## src/rtl/data_memory_if.sv

```systemverilog
// Data-memory access bus between the MEM stage and the word array.
// Combinational read path; writes commit on the clock edge; no handshake.
interface data_memory_if;
    logic        MemRead;
    logic        MemWrite;
    logic [31:0] Addr;
    logic [31:0] Wd;
    logic [31:0] Rd;

    modport master (
        output MemRead,
        output MemWrite,
        output Addr,
        output Wd,
        input  Rd
    );

    modport slave (
        input  MemRead,
        input  MemWrite,
        input  Addr,
        input  Wd,
        output Rd
    );
endinterface

```

## src/rtl/data_memory.sv

```systemverilog
// Word-wide data memory for the MEM stage: byte address in, 32-bit word out.
// Latency: write commits on the rising edge; read is combinational (zero cycles).
// Backpressure: none, every access completes in its cycle.
module data_memory #(
    parameter int WORDS = 64,
    parameter int IDX_W = 6
) (
    input  logic          Clk,
    input  logic          Rst,
    data_memory_if.slave  bus
);
    logic [31:0]      mem [WORDS];
    logic [IDX_W-1:0] idx;
    logic             unused_addr;

    // Byte offset and bits above the array size are dropped, so addresses wrap.
    assign idx         = bus.Addr[IDX_W+1:2];
    assign unused_addr = ^{bus.Addr[31:IDX_W+2], bus.Addr[1:0]};

    // Reset wins over a simultaneous write; the write is dropped.
    always_ff @(posedge Clk) begin
        if (Rst) begin
            for (int i = 0; i < WORDS; i++) begin
                mem[i] <= '0;
            end
        end else if (bus.MemWrite) begin
            mem[idx] <= bus.Wd;
        end
    end

    always_comb begin
        bus.Rd = '0;
        if (bus.MemRead) begin
            bus.Rd = mem[idx];
        end
    end
endmodule

```

## src/flat_wrapper.sv

```systemverilog
// flat-port wrapper written by rule: the top's interface ports become plain ports
module data_memory_flat 
#(
    parameter int WORDS = 64,
    parameter int IDX_W = 6
)
  (Clk, Rst, bus_MemRead, bus_MemWrite, bus_Addr, bus_Wd, bus_Rd);
  data_memory_if bus_i ();
  input  logic Clk;
  input  logic Rst;
  input wire logic [$bits(bus_i.MemRead)-1:0] bus_MemRead;
  input wire logic [$bits(bus_i.MemWrite)-1:0] bus_MemWrite;
  input wire logic [$bits(bus_i.Addr)-1:0] bus_Addr;
  input wire logic [$bits(bus_i.Wd)-1:0] bus_Wd;
  output wire logic [$bits(bus_i.Rd)-1:0] bus_Rd;
  assign bus_i.MemRead = bus_MemRead;
  assign bus_i.MemWrite = bus_MemWrite;
  assign bus_i.Addr = bus_Addr;
  assign bus_i.Wd = bus_Wd;
  assign bus_Rd = bus_i.Rd;
  data_memory #(.WORDS(WORDS), .IDX_W(IDX_W)) u_core (.Clk(Clk), .Rst(Rst), .bus(bus_i));
endmodule
```

## config.mk

```make
export PLATFORM = sky130hd
export DESIGN_NAME = data_memory_flat
export DESIGN_NICKNAME = d
export VERILOG_FILES = /design/src/rtl/data_memory_if.sv /design/src/rtl/data_memory.sv /design/src/flat_wrapper.sv
export SDC_FILE = /design/constraint.sdc
export NUM_CORES = 2
export LEC_CHECK = 0
export ABC_CLOCK_PERIOD_IN_PS = 2600
export CAP_MARGIN = 5
export CORE_MARGIN = 2
export CORE_UTILIZATION = 35
export CTS_CLUSTER_SIZE = 20
export DETAILED_ROUTE_END_ITERATION = 10
export PLACE_DENSITY_LB_ADDON = 0.08
export SYNTH_ARGS = -nofsm -noshare
export SYNTH_HDL_FRONTEND = slang
export SYNTH_SLANG_ARGS = --single-unit
```

## constraint.sdc

```tcl
create_clock -name Clk -period 2.6 [get_ports Clk]
set_input_delay 0.52 -clock Clk [delete_from_list [all_inputs] [get_ports Clk]]
set_output_delay 0.52 -clock Clk [all_outputs]
set_load 0.02 [all_outputs]
```

# Word-level counts from Yosys, hierarchy flattened
# Memories as Yosys holds them, arrays and structs flattened.
# Index checks and enable logic that the tools add are counted.
[word_totals]
ramBits = 2048
ff_bits = 0
memories = 1
[classes]
reduce_logical = 1
n_mux = 9
[mem_list]
columns = ["name", "depth", "word_bits", "read_ports", "rd_ports_with_merged_regs", "wr", "line_no", "rtl"]
rows = [
  ["u_core.mem", 64, 32, 1, 0, 64, "data_memory.sv:12", "logic [31:0] mem [WORDS];"],
]
[ops]
columns = ["operator", "n"]
rows = [
  ["32-bit two-way mux", 2],
  ["32-bit OR reduction", 1],
  ["1-bit two-way mux", 6],
  ["6-bit two-way mux", 1],
]

# Logic depth before layout (Yosys ltp)
[logic_depth]
ltp_word = 5
mapped_depth = 11
depth_no_buf = 6

# Worst setup path after synthesis
# No wires, ideal clock.
[synth_timing]
path_type = "input to output"
start = "input bus_Addr[4]"
end = "output bus_Rd[10]"
slack_ns = -0.171
required_time_ns = 2.080
path_buffers = 5
cell_stages = 10
arrival_ns = 2.251
path_cell_list = "buf_4 -> buf_6 -> buf_4 -> nor2_1 -> buf_2 -> clkbuf_1 -> a22oi_1 -> o21ai_0 -> a21oi_1 -> a31oi_1"
[synth_via]
elab_chain_cells = 2
[synth_rtl]
columns = ["element", "line_no", "rtl"]
rows = [
  ["start, declared", "flat_wrapper.sv:13", "input wire logic [$bits(bus_i.Addr)-1:0] bus_Addr;"],
  ["memory 64 x 32 bit", "-", ""],
  ["32-bit two-way mux", "data_memory.sv:33", "if (bus.MemRead) begin"],
  ["end, declared", "flat_wrapper.sv:15", "output wire logic [$bits(bus_i.Rd)-1:0] bus_Rd;"],
]
# Every way passes these cells.

# Worst setup path in the final report
[layout_timing]
start = "memory u_core.mem[26][20]"
end = "output bus_Rd[20]"
[layout_via]
elab_chain_cells = 2
[layout_rtl]
columns = ["element", "line_no"]
rows = [
  ["start, declared", "data_memory.sv:12"],
  ["memory 64 x 32 bit", "-"],
  ["32-bit two-way mux", "data_memory.sv:33"],
]
# Every way passes these cells.

==> run metrics <==
status complete, but fails checks; violated checks setup timing; Final Cycle Share 1.41; Syn Area/Cell ~13 um2; DIE HEIGHT roughly 520 um; Die ar. ~0.27 mm2; Top FF cell, synth edfxtp_1; Detail Route Antenna Nets 0; Placement Rows 188; Biggest register u_core.mem; Synth Instances 6861; GR Util All Layers 0.259; die width 518 um; initial antenna violation count 17; Startpoint Class flop; register area share after synthesis 0.664; DR WL/cell around 32 um; # H-tree levels 4; critical path fanouts, max 1; maxcap violations 0; final slew viol count 0; post-synth top area cell edfxtp_1; Final Power ~80000 uW; share of the synthesized area in the top cell type 0.664; post-layout util 0.443; Crit-path slowest cell a221o_2; # DRC 0; Vias approximately 61000; Synth area leaders edfxtp_1, and2_1, a221oi_1, clkbuf_1, a22oi_1; vias per std cell 5.49; Post-synth EDFFs 2048; Layout Nets roughly 7500; fmax 272 MHz; Num CTS Buffers 238; worst stage delay on the critical path roughly 0.42 ns; Hold Path Class input pin to flop; largest net degree at the start of global routing 65; Fin. Hold Viols 0; DR iter-0 viols 6344; final setup vio count 32; vias in the first global route slightly above 60000; most frequent cells in the layout and2_1, edfxtp_1, buf_4, a221oi_1, buf_12; Leakage Power between 0.04 and 0.05 uW; final wirelength about 360000 um; Worst Max-Slew Pin Slew approximately 1.3 ns; Initial Utilization 0.352; Crit Path Class flop to output pin; Synth cell types between 40 and 50; RSZ-0062 raised after global routing yes; PD cells about 700 mW/mm2; Final min period ~3.7 ns; Fin Hold WS roughly 0.15 ns; deepest clock path buffer count 4; CP endpoint kind output pin; total gr overflow 0; gpl congestion 0.862; CTS tree done; first-pass GRT wire length roughly 500000 um; Worst Setup Slack, final -1.08 ns; Cell Area, Synth ~0.093 mm2; IO Pins 100; biggest regs u_core.mem (2048); Synth Register Bits between 2000 and 2500; first-pass iteration count of the detailed router 6; max FFs per register roughly 2000; yosys warns 0; CTS Root Cell clkbuf_16; Port Buf Inserts 73; share of layout cells above drive strength 1 0.271; peak supply drop just under 0.6 mV; worst-path cell chain mux2_4 > a221o_2 > a22oi_2 > nor2_4 > a211oi_4 > a31oi_2 > buf_6 > buf_6; Syn Nets between 6000 and 7000; area delta synth->final 25.8%; clk slew on worst S/H paths 0.06 ns; Critical Path RT around 2.1 ns; DPL Wire Length around 230000 um; design area approximately 0.12 mm2; hold buffers post-CTS 0; Critical Path AT about 3.2 ns; core box area around 0.26 mm2; most used cell along the critical path buf_6; CTS sink cnt just over 2000; slew margin rel. 0.122; Area after DPL about 0.11 mm2; Synth async-reset ratio 0
area by class of cell:
| class | count | area, um2 |
|---|---|---|
| Timing Repair Buffer | 1144 | 12300 |
| Inverter | 5 | 36.3 |
| Antenna cell | 14 | 35.0 |
| Fill cell | 23692 | 146000 |
| Tap cell | 3515 | 4400 |
| Sequential cell | 2048 | 61500 |
| Multi-Input combinational cell | 4037 | 30600 |
| Clock buffer | 286 | 6160 |
| Clock inverter | 149 | 1390 |
Yosys cell counts, types with 7 or more instances:
cell and instances:
a221o_1 54, nor2_1 165, nor2b_1 7, o22ai_1 74
nor3_1 37, edfxtp_1 2048, and2_1 2052, a32o_1 28
o21ai_0 66, a222oi_1 28, mux2_2 152, a22oi_1 269
or2_2 64, nor4b_1 28, mux4_2 15, mux2_1 18
buf_1 59, o22a_1 35, a221oi_1 386, a211oi_1 29
a21oi_1 64, nand2b_1 30, buf_2 107, nand2_1 110
nand3_1 8, buf_4 16, o31ai_1 29, a22o_1 55
a31oi_1 86, o2bb2ai_1 57, clkbuf_1 587, mux2i_1 65
path summary, 6_finish.rpt:
path / endpoint / startpoint / slack, ns / depth (start not counted)
worst max-delay path: bus_Rd[20] / u_core.mem[26][20] / -1.08 / 8
worst min-delay path: u_core.mem[34][24] / bus_Wd[24] / 0.15 / 2
repair_timing:
item | CTS | global route
buffers inserted | 23 | 11
cloned | 8 | 2
pin swaps | 129 | 107
setup endpoints to repair | 32 | 32
gates resized for setup | 346 | 115
stage by stage:
step / std cells / setup TNS [ns] / setup WS, ns
after floorplan: 6861 / -0.112 / -0.0366
after global placement: 10721 / -1582.67 / -2.00
after detailed placement: 10721 / -1613.02 / -1.96
after CTS: 11176 / -34.39 / -1.25
after global routing: 11187 / -33.36 / -1.14
final: 11198 / -31.86 / -1.08
per-layer routing:
layer  part of all wire  global-route usage
met1               0.45               0.372
met2               0.47               0.412
met3              0.056              0.0305
met4              0.030              0.0740
met5                  0                   0
worst max-delay path: cells and delay by family (launching register included):
| kind | cells | cell delay, ns |
|---|---|---|
| mux | 1 | 0.29 |
| buf+inv | 2 | 0.32 |
| flops | 1 | 0.36 |
| simple gates | 1 | 0.10 |
| compound gates | 4 | 1.19 |
cells by family (layout without fill, tap and decap cells):
kind of cell / count (synthesis) / after routing / share of synthesized area
other: 0 / 14 / 0
AO/OA/AOI/OAI: 1274 / 1274 / 0.108
AND/OR/NAND/NOR: 2513 / 2513 / 0.163
multiplexers: 250 / 250 / 0.0314
buffers and inverters: 776 / 1584 / 0.0337
flip-flops: 2048 / 2048 / 0.664
power by group:
part / internal, uW / switching [uW] / total, uW
sequential: 38000 / 525 / 38500
clock: 19300 / 14000 / 33300
combinational: 3100 / 5180 / 8280
Power figures use the tool's default switching activity.
